==> src/rtl/mau_pkg.sv <==
// -----------------------------------------------------------------------------
// mau_pkg
// Shared definitions for the memory access unit:
//   - FSM state encodings (IDLE, REQ, RESP)
//   - ld_mode / st_mode operation codes
//   - access-size codes and helpers that decode size and detect misalignment
// -----------------------------------------------------------------------------
package mau_pkg;

    // FSM state encodings
    localparam logic [1:0] ST_IDLE = 2'd0;
    localparam logic [1:0] ST_REQ  = 2'd1;
    localparam logic [1:0] ST_RESP = 2'd2;

    // Load mode codes
    localparam logic [2:0] LDM_LW  = 3'b000;
    localparam logic [2:0] LDM_LB  = 3'b001;
    localparam logic [2:0] LDM_LBU = 3'b010;
    localparam logic [2:0] LDM_LH  = 3'b011;
    localparam logic [2:0] LDM_LHU = 3'b100;

    // Store mode codes
    localparam logic [2:0] STM_SW  = 3'b000;
    localparam logic [2:0] STM_SB  = 3'b010;
    localparam logic [2:0] STM_SH  = 3'b100;

    // Access size codes
    localparam logic [1:0] SZ_BYTE = 2'd0;
    localparam logic [1:0] SZ_HALF = 2'd1;
    localparam logic [1:0] SZ_WORD = 2'd2;

    // Size of a load; unknown codes behave as a word load
    function automatic logic [1:0] ld_size(input logic [2:0] mode);
        logic [1:0] sz;
        case (mode)
            LDM_LB, LDM_LBU: sz = SZ_BYTE;
            LDM_LH, LDM_LHU: sz = SZ_HALF;
            default:         sz = SZ_WORD;
        endcase
        return sz;
    endfunction

    // Size of a store; unknown codes behave as a word store
    function automatic logic [1:0] st_size(input logic [2:0] mode);
        logic [1:0] sz;
        case (mode)
            STM_SB:  sz = SZ_BYTE;
            STM_SH:  sz = SZ_HALF;
            default: sz = SZ_WORD;
        endcase
        return sz;
    endfunction

    // Halfwords need addr[0]=0, words need addr[1:0]=0, bytes always fit
    function automatic logic is_misaligned(input logic [1:0] sz, input logic [1:0] lo);
        logic mis;
        case (sz)
            SZ_BYTE: mis = 1'b0;
            SZ_HALF: mis = lo[0];
            default: mis = (lo != 2'b00);
        endcase
        return mis;
    endfunction

endpackage

==> src/rtl/mem_access_unit_load_extender.sv <==
// -----------------------------------------------------------------------------
// load_extender
// Combinational lane select and sign/zero extension of a load response.
// Ports:
//   dm_rdata [31:0] in  : raw word returned by data memory
//   addr_lo  [1:0]  in  : low address bits of the access (byte lane)
//   ld_mode  [2:0]  in  : load mode code (LB/LH/LW/LBU/LHU, others as LW)
//   result   [31:0] out : extended load value
// -----------------------------------------------------------------------------
module load_extender
    import mau_pkg::*;
(
    input  logic [31:0] dm_rdata,
    input  logic [1:0]  addr_lo,
    input  logic [2:0]  ld_mode,
    output logic [31:0] result
);

    logic [7:0]  byte_s;
    logic [15:0] half_s;

    // Pick the addressed byte lane and halfword lane
    always_comb begin
        byte_s = 8'h00;
        half_s = 16'h0000;
        case (addr_lo)
            2'd0:    byte_s = dm_rdata[7:0];
            2'd1:    byte_s = dm_rdata[15:8];
            2'd2:    byte_s = dm_rdata[23:16];
            2'd3:    byte_s = dm_rdata[31:24];
            default: byte_s = dm_rdata[7:0];
        endcase
        if (addr_lo[1]) begin
            half_s = dm_rdata[31:16];
        end else begin
            half_s = dm_rdata[15:0];
        end
    end

    // Extend the selected lane according to the load mode
    always_comb begin
        result = 32'h0000_0000;
        case (ld_mode)
            LDM_LB:  result = {{24{byte_s[7]}}, byte_s};
            LDM_LBU: result = {24'h00_0000, byte_s};
            LDM_LH:  result = {{16{half_s[15]}}, half_s};
            LDM_LHU: result = {16'h0000, half_s};
            default: result = dm_rdata;
        endcase
    end

endmodule

==> src/rtl/mem_access_unit.sv <==
// -----------------------------------------------------------------------------
// mem_access_unit
// Memory-stage load/store unit. Accepts one operation in IDLE, issues a single
// request to data memory (REQ), and reports completion for one cycle (RESP).
// Misaligned accesses skip the memory request and complete with mis_align.
//
// Build option: define MAU_TIMEOUT_EN to abort a request that is not
// acknowledged within TIMEOUT_CYC cycles (completes with bus_err=1).
//
// Ports:
//   clk, rstn                 : clock, asynchronous active-low reset
//   op_valid, mem_read,
//   mem_write                 : operation present, load / store select
//   ld_mode, st_mode [2:0]    : load / store width codes
//   addr, wdata [31:0]        : byte address and store data
//   stall                     : pipeline hold (combinational on acceptance)
//   done                      : one-cycle completion pulse
//   rdata [31:0]              : extended load result, valid with done
//   mis_align, bus_err        : error pulses coincident with done
//   dm_req, dm_we, dm_addr,
//   dm_wdata, dm_wstrb        : data-memory request (word aligned address)
//   dm_ack, dm_rdata          : data-memory response
// -----------------------------------------------------------------------------
module mem_access_unit
    import mau_pkg::*;
#(
    parameter int unsigned TIMEOUT_CYC = 255
)
(
    input  logic        clk,
    input  logic        rstn,
    input  logic        op_valid,
    input  logic        mem_read,
    input  logic        mem_write,
    input  logic [2:0]  ld_mode,
    input  logic [2:0]  st_mode,
    input  logic [31:0] addr,
    input  logic [31:0] wdata,
    output logic        stall,
    output logic        done,
    output logic [31:0] rdata,
    output logic        mis_align,
    output logic        bus_err,
    output logic        dm_req,
    output logic        dm_we,
    output logic [31:0] dm_addr,
    output logic [31:0] dm_wdata,
    output logic [3:0]  dm_wstrb,
    input  logic        dm_ack,
    input  logic [31:0] dm_rdata
);

    logic [1:0]  state_r;
    logic        dm_req_r;
    logic        dm_we_r;
    logic [31:0] dm_addr_r;
    logic [31:0] dm_wdata_r;
    logic [3:0]  dm_wstrb_r;
    logic [2:0]  ld_mode_r;
    logic [1:0]  addr_lo_r;
    logic        done_r;
    logic        mis_align_r;
    logic [31:0] rdata_r;

    logic        accept_s;
    logic        is_store_s;
    logic [1:0]  size_s;
    logic        misalign_s;
    logic [3:0]  wstrb_s;
    logic [31:0] wdata_s;
    logic [31:0] ext_s;
    logic        timeout_s;

    // Decode the incoming operation; a simultaneous read+write is a store
    always_comb begin
        accept_s   = (state_r == ST_IDLE) & op_valid & (mem_read | mem_write);
        is_store_s = mem_write;
        if (is_store_s) begin
            size_s = st_size(st_mode);
        end else begin
            size_s = ld_size(ld_mode);
        end
        misalign_s = is_misaligned(size_s, addr[1:0]);
    end

    // Store byte strobes and lane-replicated store data
    always_comb begin
        wstrb_s = 4'b0000;
        wdata_s = 32'h0000_0000;
        if (is_store_s) begin
            case (size_s)
                SZ_BYTE: begin
                    wstrb_s = 4'b0001 << addr[1:0];
                    wdata_s = {4{wdata[7:0]}};
                end
                SZ_HALF: begin
                    wstrb_s = 4'b0011 << addr[1:0];
                    wdata_s = {2{wdata[15:0]}};
                end
                default: begin
                    wstrb_s = 4'b1111;
                    wdata_s = wdata;
                end
            endcase
        end else begin
            wstrb_s = 4'b0000;
            wdata_s = 32'h0000_0000;
        end
    end

    load_extender u_load_extender (
        .dm_rdata (dm_rdata),
        .addr_lo  (addr_lo_r),
        .ld_mode  (ld_mode_r),
        .result   (ext_s)
    );

`ifdef MAU_TIMEOUT_EN
    localparam int unsigned CNT_W = (TIMEOUT_CYC > 1) ? $clog2(TIMEOUT_CYC) : 1;
    localparam logic [CNT_W-1:0] CNT_LAST = CNT_W'(TIMEOUT_CYC - 1);

    logic [CNT_W-1:0] cnt_r;
    logic             bus_err_r;

    // Count consecutive un-acknowledged REQ cycles; restart outside REQ
    always_ff @(posedge clk or negedge rstn) begin
        if (!rstn) begin
            cnt_r <= '0;
        end else if ((state_r == ST_REQ) && !dm_ack) begin
            cnt_r <= cnt_r + CNT_W'(1);
        end else begin
            cnt_r <= '0;
        end
    end

    assign timeout_s = (state_r == ST_REQ) & ~dm_ack & (cnt_r == CNT_LAST);

    // bus_err is high exactly in the RESP cycle that follows a timeout
    always_ff @(posedge clk or negedge rstn) begin
        if (!rstn) begin
            bus_err_r <= 1'b0;
        end else begin
            bus_err_r <= timeout_s;
        end
    end

    assign bus_err = bus_err_r;
`else
    assign timeout_s = 1'b0;
    assign bus_err   = 1'b0;
`endif

    // Main FSM with registered request and completion outputs
    always_ff @(posedge clk or negedge rstn) begin
        if (!rstn) begin
            state_r     <= ST_IDLE;
            dm_req_r    <= 1'b0;
            dm_we_r     <= 1'b0;
            dm_addr_r   <= 32'h0000_0000;
            dm_wdata_r  <= 32'h0000_0000;
            dm_wstrb_r  <= 4'b0000;
            ld_mode_r   <= 3'b000;
            addr_lo_r   <= 2'b00;
            done_r      <= 1'b0;
            mis_align_r <= 1'b0;
            rdata_r     <= 32'h0000_0000;
        end else begin
            case (state_r)
                ST_IDLE: begin
                    if (accept_s) begin
                        ld_mode_r  <= ld_mode;
                        addr_lo_r  <= addr[1:0];
                        dm_addr_r  <= {addr[31:2], 2'b00};
                        dm_wdata_r <= wdata_s;
                        if (misalign_s) begin
                            // No memory traffic: report the fault straight away
                            state_r     <= ST_RESP;
                            dm_we_r     <= 1'b0;
                            dm_wstrb_r  <= 4'b0000;
                            done_r      <= 1'b1;
                            mis_align_r <= 1'b1;
                            rdata_r     <= 32'h0000_0000;
                        end else begin
                            state_r    <= ST_REQ;
                            dm_req_r   <= 1'b1;
                            dm_we_r    <= is_store_s;
                            dm_wstrb_r <= wstrb_s;
                        end
                    end else begin
                        state_r <= ST_IDLE;
                    end
                end
                ST_REQ: begin
                    if (dm_ack) begin
                        state_r  <= ST_RESP;
                        dm_req_r <= 1'b0;
                        dm_we_r  <= 1'b0;
                        done_r   <= 1'b1;
                        if (dm_we_r) begin
                            rdata_r <= 32'h0000_0000;
                        end else begin
                            rdata_r <= ext_s;
                        end
                    end else if (timeout_s) begin
                        state_r  <= ST_RESP;
                        dm_req_r <= 1'b0;
                        dm_we_r  <= 1'b0;
                        done_r   <= 1'b1;
                        rdata_r  <= 32'h0000_0000;
                    end else begin
                        state_r <= ST_REQ;
                    end
                end
                ST_RESP: begin
                    state_r     <= ST_IDLE;
                    done_r      <= 1'b0;
                    mis_align_r <= 1'b0;
                end
                default: begin
                    state_r     <= ST_IDLE;
                    dm_req_r    <= 1'b0;
                    dm_we_r     <= 1'b0;
                    done_r      <= 1'b0;
                    mis_align_r <= 1'b0;
                end
            endcase
        end
    end

    // Hold is needed while accepting and while waiting for memory
    assign stall     = accept_s | (state_r == ST_REQ);
    assign done      = done_r;
    assign rdata     = rdata_r;
    assign mis_align = mis_align_r;
    assign dm_req    = dm_req_r;
    assign dm_we     = dm_we_r;
    assign dm_addr   = dm_addr_r;
    assign dm_wdata  = dm_wdata_r;
    assign dm_wstrb  = dm_wstrb_r;

endmodule

==> config.mk <==
export PLATFORM = sky130hd
export DESIGN_NAME = mem_access_unit
export DESIGN_NICKNAME = d
export VERILOG_FILES = /design/src/rtl/mau_pkg.sv /design/src/rtl/mem_access_unit_load_extender.sv /design/src/rtl/mem_access_unit.sv
export SDC_FILE = /design/constraint.sdc
export NUM_CORES = 1
export LEC_CHECK = 0
export ABC_AREA = 1
export CAP_MARGIN = 20
export CORE_UTILIZATION = 40
export DETAILED_ROUTE_END_ITERATION = 10
export GPL_TIMING_DRIVEN = 0
export PLACE_DENSITY = 0.83
export SYNTH_ARGS = -nofsm -noshare
export SYNTH_HDL_FRONTEND = slang
export SYNTH_SLANG_ARGS = --single-unit
export TNS_END_PERCENT = 5
==> constraint.sdc <==
create_clock -name clk -period 1.6 [get_ports clk]
set_input_delay 0.24 -clock clk [delete_from_list [all_inputs] [get_ports clk]]
set_output_delay 0.24 -clock clk [all_outputs]
set_load 0.1 [all_outputs]
* After elaboration in Yosys (flattened, before gate mapping) *
Cells that the tools add are included.

storage, ports and cells
  memories = 0
  RAM bits = 0
  logic and storage cells = 85
  bits in read-only memories = 0
  bits of input ports = 108
  register bits after elaboration = 109
  output and inout port bits = 106
  latch bits = 0

cells by class
  bitwise gates (word level) = 6
  add/sub/neg operators = 0
  div/mod/pow operators = 0
  $mul = 0
  eq/ne operators = 20
  muxes and demuxes = 33
  reduce and logical (&&, ||, !) cells = 13
  magnitude comparators = 0
  shift-type cells = 2

operators with widths
  operator               count
  $mux W32               5
  $pmux W32 S2           2
  $pmux W32 S4           1
  $pmux W8 S4            1
  $mux W16               1
  $eq A3 B2 Y1 const B   5
  $pmux W2 S2            3
  $eq A3 B3 Y1 const B   3
  $reduce_and A3 Y1      3
  $mux W1                8
  $mux W2                4
  $mux W4                2
  $ne A2 B2 Y1 const B   4
  $pmux W4 S2            1
  $reduce_and A4 Y1      2
  $eq A2 B1 Y1 const B   3
  $eq A2 B2 Y1 const B   3
  $eq A3 B1 Y1 const B   2
  $logic_not A2 Y1       3
  $pmux W1 S2            3
  $pmux W1 S3            2
  $reduce_bool A2 Y1     2
  $reduce_or A2 Y1       2
  $shl A1 B2 Y4 const A  1
  5 further kinds        8

* Depth between registers and ports, before layout *
Gate-level depths: netlist (run 1).

  depth after elaboration = 9
  gate-level depth with buffers = 12
  gate-level depth less buffers = 11

* By module *
From an unflattened synthesis (run 1), not the netlist that was laid out.

unflattened totals
  cells, all modules = 823
  area total of the unflattened synthesis = 6338.6 um2

modules (own cells, without submodules)
  module           cells each  area an instance (um2)  sequential area each (um2)  instances
  mem_access_unit  626         5009.8                  2727.6                      1
  load_extender    197         1328.8                  0.0                         1

* Worst setup path after synthesis (run 1) *
OpenSTA, ideal clock, no wires.

  path type = register to output
  start point = register state_r[1]
  end point = output stall
  buffers on the path = 2
  data required time = 1.360 ns
  cell stages (with the launch flop) = 8
  arrival time = 1.948 ns
  setup slack = -0.588 ns
  cells stage by stage = dfrtp_1 -> nor2_1 -> nand2_1 -> nor2_2 -> inv_2 -> buf_2 -> buf_1 -> nand2_1

on the way
  word-level cells in the longest chain between the ends = 4
  elaborated cells on any way between the ends = 5
  classes of those cells = eq/ne: 1; bitwise: 3; reduce/logical: 1

ends and longest elaborated chain
  what                         RTL line                text
  start, declared              mem_access_unit.sv:53   logic [1:0] state_r;
  start signal, assigned       mem_access_unit.sv:156  state_r <= ST_IDLE;
  start signal, assigned       mem_access_unit.sv:177  state_r <= ST_RESP;
  start signal, assigned       mem_access_unit.sv:184  state_r <= ST_REQ;
  $logic_not A2 Y1             mem_access_unit.sv:76   accept_s = (state_r == ST_IDLE) & op_valid & (mem_read | mem_write);
  $and A1 B1 Y1 (2 in series)  mem_access_unit.sv:76
  $or A1 B1 Y1 (*)             mem_access_unit.sv:231  assign stall = accept_s | (state_r == ST_REQ);
  end, declared                mem_access_unit.sv:39   output logic stall,

Every way passes the cells marked *; elsewhere a longest branch is shown, timed or not.

* Final worst setup path (run 1) *
Ends and elaborated chain as after synthesis.

==> results by group, run 1 <==
Worst setup path
  – Crit Path Category: reg2out
  – Reg2reg end: rdata[30]$_DFFE_PN0P_
  – Slowest cell delay on critical path: roughly 0.42 ns
  – Worst path slowest cell: dfrtp_1
  – Reg2Reg Setup Slack: -0.12 ns
  – FF-to-FF Start: ld_mode_r[0]$_DFFE_PN0P_
  – CP Launch Type: flip-flop
  – CP required: 1.36 ns
  – WP data arrival: 1.55 ns
  – Most common cell on crit path: buf_12
  – Worst R2R Path Depth: 11
  – Crit. End Element: output pin
  – CP top delay family: simple AND/OR/NAND/NOR gates
  – CP cell instances: nor2_2, nand2_2, nor2_4, inv_6, buf_12, nand2_8, buf_12
  – Critical-path maximum fanout: 5
  – WP buf/inv: 3

Global routing
  – Vias in the first global route: roughly 6000
  – Largest net degree at the start of global routing: 73
  – First-pass GRT wire length: 28800 um
  – Total GRT Usage: 0.254
  – GRT overflow: 0
  – Initial antenna violation count: 0

Final layout
  – Area growth, synth to finish: 57.4%
  – Layout net count: around 1100
  – Sequential cell area: 2730 um^2
  – Commonest cells after routing, fill and taps aside: nand2_1, dfrtp_1, clkdlybuf4s50_1, clkdlybuf4s15_2, nor2_1
  – N_diodes: 0
  – Most common cell after layout, fill and taps aside: nand2_1
  – Footprint of the multi-input gates: approximately 2800 um^2
  – Design area: 8950 um^2
  – Filler cells: 1144
  – Share of layout cells above drive strength 1: 0.228
  – Layout Cells excl Fill: 1215

STA
  – Crit share post-route: 1.12
  – Peak Freq: 0.557 GHz
  – RSZ-0062 raised after global routing: true
  – Slew HR: 0.607
  – Hold Fails Final Rpt: 0
  – Clk_skew: 0.00578 ns
  – Slew Limit Fails: 0
  – Endpoints failing setup: 12
  – Tmin final: around 1.8 ns
  – Worst Max-Slew Pin Slew: 0.592 ns
  – Hold slack: a little under 0.2 ns
  – Final WS setup: -0.195 ns

Clocking
  – CTS tree: done
  – Total CTS buffers: 9
  – Clock-pin slew on the worst setup and hold paths: about 0.080 ns
  – Root Buffer: clkbuf_16
  – Clk Latency, worst-skew pair: 0.35 ns
  – Clock tree sinks: ~110
  – Clock Path Buffers: 2
  – H-tree Lvls: 3

Floorplanning
  – Cell Rows: 43
  – DIE AREA: 14700 um^2
  – Chip height: 121 um
  – Die Wd: 121 um
  – Num ports: 214
  – Core area: between 10000 and 15000 um^2
  – Starting Density: 0.410

Drt
  – DRT Wirelength: 18400 um
  – Vias/cell: between 4 and 5
  – Via count: between 6000 and 7000
  – TritonRoute pass-1 iters: 5
  – DR DRC count: 0
  – WL per Instance: 15.1 um
  – DR iter-0 viols: 420
  – ANT nets after route: 0

Pwr
  – Overall Power: 17900 uW
  – Internal power: 7730 uW
  – Seq pwr share: 0.228
  – Switch Pwr: 10200 uW
  – Switching Share: 0.569
  – Clk pwr share: 0.142
  – Peak VDD IR: 1.42 mV
  – Pwr per Cell Area: 2000 nW/um^2
  – Combinational power share: 0.630
  – Leakage: 0.00439 uW

Status
  – Status: complete, but fails checks
  – Failing checks: setup timing

Synth
  – Yosys cell types: 26
  – Yosys warning total: 0
  – Mean Syn Cell Area: 7.22 um^2
  – Number of synthesized register bits: 109
  – Sequential fraction of the synthesis area: 0.480
  – Syn Inst Count: 788
  – Mapped cell area: 5690 um^2

Place
  – Global placement routability congestion: 0.888
  – Placed Cells: 1181
  – Input/output buffers: 210
  – Dpl cell area: ~8100 um^2
  – Hpwl dp: 13700 um

Min path
  – Hold path endpoint: ld_mode_r[1]$_DFFE_PN0P_
  – Worst hold path type: in2reg
  – Worst hold path cell count: 3
  – Min-delay src: ld_mode[1]

Job
  – Max_cap viols: 0
power groups by stage:
stage	Combinational (uW)	Clock, uW	Sequential (uW)
6_report	11300	2550	4090
5_1_grt	11900	2710	4180
4_1_cts	10700	2590	4050
3_5_place_dp	10800	0	4070
3_3_place_gp	10800	0	4060
2_1_floorplan	2610	0	9550
logic make-up (layout without fill, tap and decap cells):
kind of cell,after synthesis,count (layout),synth area share
other,1,3,0.000660
flip-flops,109,109,0.480
buffers and inverters,78,323,0.0623
AO/OA/AOI/OAI,78,78,0.0739
AND/OR/NAND/NOR,522,522,0.383
sequential cells by signal, summed over array words and instances, names as in the netlist, 2 cells and up:
signal     flops
ld_mode_r      3
dm_addr       30
dm_wdata      32
addr_lo_r      2
rdata         32
dm_wstrb       4
state_r        2
cell usage after synthesis:
library cell  number  area [um^2]
nor2_2            12         75.1
o21ai_1            6         30.0
nand3_1           72          360
inv_4              1         6.26
a21oi_1           18         90.1
a22o_1             8         70.1
inv_1             28          105
buf_2             14         70.1
nand3_4            1         17.5
nand2_4            2         22.5
clkbuf_1          18         67.6
nand3b_1           2         15.0
nor2_8             1         20.0
conb_1             1         3.75
buf_6              2         22.5
dfrtp_1          109         2730
nand3_2            2         20.0
nand2_1          323         1210
o21ai_0           46          230
buf_4              7         52.6
buf_1              2         7.51
inv_2              6         22.5
nand4_1            8         50.1
or2_2              1         6.26
nand2_2            5         31.3
nor2_1            93          349
stage by stage:
stage | setup TNS [ns] | setup WS, ns | util
final | -0.545 | -0.195 | 0.645
after global routing | -4.30 | -0.257 | 0.645
after CTS | -2.13 | -0.234 | 0.622
after detailed placement | -50.76 | -1.55 | 0.581
after global placement | -472.35 | -4.31 | 0.580
after floorplan | -0.0595 | -0.0595 | -
per-layer routing:
metal	vias up	track usage	wire length, um
li1	2975	-	-
met1	2733	0.305	7340
met2	269	0.415	8620
met3	43	0.0818	1820
met4	0	0.113	607
met5	-	0	0
how the worst max path moves through the flow:
stage,start,end,slack (ns),cells past startpoint
detailed placement,mem_write,stall,-1.55,8
global placement,rstn,dm_we$_DFFE_PN0P_,-4.31,1
finish,state_r[1]$_DFF_PN0_,stall,-0.19,7
floorplan,state_r[1]$_DFF_PN0_,stall,-0.06,7
CTS,state_r[0]$_DFF_PN0_,stall,-0.23,7
global route,state_r[1]$_DFF_PN0_,stall,-0.26,7
layout make-up:
class,instances,area share
well taps,180,0.0252
flip-flops and latches,109,0.305
repair buffers,230,0.271
clock inverters,7,0.0129
clock buffers,9,0.0252
plain buffers,42,0.0361
inverters,35,0.0169
multi-input cells,603,0.308
timing repair:
item | CTS | global route
hold endpoints to repair | 37 | 0
resized for setup | 341 | 97
endpoints found under the setup margin | 206 | 99
buffers inserted | 3 | 15
pin swaps | 2 | 21
hold buffers | 1 | 0
worst min-delay path, stage by stage:
cell            delay, ns
dlymetal6s2s_1       0.14
nand2_1              0.07
o21ai_0              0.06
No activity file was read; power rests on OpenSTA's default activity.
==> inputs of run 2 (changes only) <==
--- a/config.mk
+++ b/config.mk
@@ -7,6 +7,7 @@
 export LEC_CHECK = 0
 export ABC_AREA = 1
 export CAP_MARGIN = 20
+export CORE_ASPECT_RATIO = 1.25
 export CORE_UTILIZATION = 40
 export DETAILED_ROUTE_END_ITERATION = 10
 export GPL_TIMING_DRIVEN = 0
==> run 2 against run 1 <==
The flow still finishes with violations (setup timing); final area down 1.4%; final cell count is 0.41% lower; largest power group unchanged; critical endpoint unchanged; via count up 0.55%; utilization decreased by 0.58 points; first-iteration DRC count is 0.48% lower; hold slack better by 0.013 ns; non-clock buffer count is 2 lower; power is 3.3% lower; register-to-register slack improved by 0.08 ns; sequential power is essentially flat; maximum frequency rose by 4.2%; clock power decreased by 13%.
==> results by group, run 2 (synthesis results as in run 1) <==
Status
  – Status: complete, but fails checks
  – Failing checks: setup timing

Clocking
  – H-tree Lvls: 3 (unchanged)
  – Clock-pin slew on the worst setup and hold paths: 0.07 ns (about the same)
  – Total CTS buffers: 9 (unchanged)
  – Root Buffer: clkbuf_16
  – CTS tree: done
  – Clock tree sinks: 109 (unchanged)
  – Clk Latency, worst-skew pair: 0.34 ns (about the same)
  – Clock Path Buffers: 2 (unchanged)

Pwr
  – Internal power: 7380 uW (-4.6%)
  – Pwr per Cell Area: 1970 nW/um^2 (-1.9%)
  – Seq pwr share: 0.235 (+0.007)
  – Switching Share: 0.575 (+0.00577)
  – Overall Power: 17400 uW (-3.3%)
  – Peak VDD IR: 1.33 mV (-6.7%)
  – Clk pwr share: 0.129 (-0.013)
  – Switch Pwr: 9970 uW (-2.3%)
  – Leakage: 0.00432 uW (-1.5%)
  – Combinational power share: 0.636 (+0.006)

Final layout
  – Layout Cells excl Fill: 1210 (-0.41%)
  – Design area: 8820 um^2 (-1.4%)
  – Core Util, Final: 0.639 (-0.00582)
  – Most common cell after layout, fill and taps aside: nand2_1
  – Layout net count: 1136 (-0.18%)
  – Commonest cells after routing, fill and taps aside: nand2_1, dfrtp_1, clkdlybuf4s50_1, clkdlybuf4s15_2, nor2_1
  – Area growth, synth to finish: 55.2%
  – Filler cells: 1183 (+3.4%)
  – Share of layout cells above drive strength 1: 0.211 (-0.0170)

Worst setup path
  – Critical-path maximum fanout: 3 (-2)
  – Most common cell on crit path: nor2_4
  – WP data arrival: 1.48 ns (-0.07 ns)
  – WP buf/inv: 3 (unchanged)
  – Reg2Reg Setup Slack: -0.04 ns (+0.08 ns)
  – CP cell instances: nor2_4, nand2_2, nor2_4, inv_4, buf_8, nand2_8, buf_12
  – CP top delay family: flip-flops
  – CP required: 1.36 ns (about the same)
  – Crit Path Category: reg2out
  – Worst path slowest cell: dfrtp_1
  – Crit. End Element: output pin
  – CP Launch Type: flip-flop
  – Slowest cell delay on critical path: 0.42 ns (about the same)

Place
  – Placed Cells: 1176 (-0.42%)
  – Input/output buffers: 210 (unchanged)
  – Hpwl dp: 13800 um (+0.52%)
  – Dpl cell area: 8070 um^2 (about the same)
  – Global placement routability congestion: 0.943 (+6.2%)

Job
  – Max_cap viols: 0 (unchanged)

STA
  – Hold Fails Final Rpt: 0 (unchanged)
  – Final WS setup: -0.122 ns (+0.0726 ns)
  – Slew HR: 0.608 (+0.00105)
  – Worst Max-Slew Pin Slew: 0.591 ns (-0.00158 ns)
  – RSZ-0062 raised after global routing: true
  – Tmin final: 1.72 ns (-0.0726 ns)
  – Crit share post-route: 1.08 (-0.0454)
  – Slew Limit Fails: 0 (unchanged)
  – Clk_skew: 0.00563 ns (-0.000144 ns)
  – Hold slack: 0.209 ns (+0.0131 ns)
  – Peak Freq: 0.581 GHz (+4.2%)
  – Endpoints failing setup: 23 (+11)

Drt
  – TritonRoute pass-1 iters: 5 (unchanged)
  – DR DRC count: 0 (unchanged)
  – Via count: 6053 (+0.55%)
  – DRT Wirelength: 18300 um (-0.20%)
  – DR iter-0 viols: 418 (-0.48%)
  – ANT nets after route: 0 (unchanged)
  – WL per Instance: 15.2 um (+0.21%)
  – Vias/cell: 5.00 (+0.96%)

Global routing
  – Grt met1 use: 0.294 (-0.0117)
  – Met2 Track Usage GR: 0.440 (+0.0249)
  – First-pass GRT wire length: 28700 um (-0.46%)
  – Vias in the first global route: 5807 (-0.63%)
  – Total GRT Usage: 0.252 (-0.00206)
  – Largest net degree at the start of global routing: 61 (-16%)
  – GR peak layer: met2
  – Initial antenna violation count: 1 (+1)
  – Global Route met3 Usage: 0.0577 (-0.0240)
  – GRT overflow: 0 (unchanged)

Floorplanning
  – Num ports: 214 (unchanged)
  – Cell Rows: 48 (+12%)
  – Starting Density: 0.412 (+0.00200)
  – Die Wd: 109 um (-10%)
  – Core area: 13800 um^2 (-0.49%)
  – DIE AREA: 14700 um^2 (about the same)
  – Chip height: 135 um (+12%)

Min path
  – Worst hold path type: in2reg
==> run 2: per-stage QoR <==
step / setup TNS (ns) / setup slack (ns)
2_1_floorplan: -0.0595 / -0.0595
3_3_place_gp: -503.68 / -4.53
3_5_place_dp: -57.48 / -1.63
4_1_cts: -2.62 / -0.250
5_1_grt: -5.53 / -0.177
6_report: -0.534 / -0.122
==> run 2: tightest hold or removal path, delay by kind of cell <==
kind / cells / cell delay (ns)
and+or+nand+nor: 1 / 0.06
AOI/OAI and AO/OA: 1 / 0.07
buffers and inverters: 1 / 0.13
==> run 2: per-layer routing <==
metal,wire length [um],vias up
li1,-,2979
met1,7210,2767
met2,9190,262
met3,1430,45
met4,518,0
met5,0,-
==> run 2: cell type report <==
cell class | count | area [um^2] | share of cell area
Tap cell | 175 | 219 | 0.0248
Buffer | 42 | 290 | 0.0329
Inverter | 35 | 146 | 0.0166
Antenna cell | 2 | 5.00 | 0.000567
Sequential cell | 109 | 2730 | 0.310
Clock inverter | 4 | 55.1 | 0.00624
Multi-Input combinational cell | 603 | 2720 | 0.309
Timing Repair Buffer | 228 | 2410 | 0.274
Clock buffer | 12 | 236 | 0.0268
==> run 2: power by group through the flow <==
stage | Sequential [uW] | Combinational (uW) | Clock, uW
final | 4080 | 11000 | 2230
after global routing | 4170 | 11600 | 2380
after CTS | 4050 | 10800 | 2280
after detailed placement | 4070 | 10900 | 0
after global placement | 4070 | 10800 | 0
after floorplan | 9550 | 2610 | 0
==> run 2: what timing repair did <==
item	CTS	global route
hold buffers	1	0
cloned	0	1
pin swaps	3	5
setup buffers	7	8
setup endpoints to repair	212	100
gates resized for setup	344	61
hold endpoints to repair	49	0
==> run 2: worst paths after layout <==
check                                    startpoint                        to  cells past startpoint
max                            state_r[1]$_DFF_PN0_                     stall                      7
min                                      ld_mode[2]  ld_mode_r[2]$_DFFE_PN0P_                      3
max reg2reg                ld_mode_r[2]$_DFFE_PN0P_     rdata[31]$_DFFE_PN0P_                      9
min reg2reg                  dm_addr[5]$_DFFE_PN0P_    dm_addr[5]$_DFFE_PN0P_                      2
max in group asynchronous                      rstn      rdata[8]$_DFFE_PN0P_                      3
min in group asynchronous                      rstn   dm_addr[25]$_DFFE_PN0P_                      2
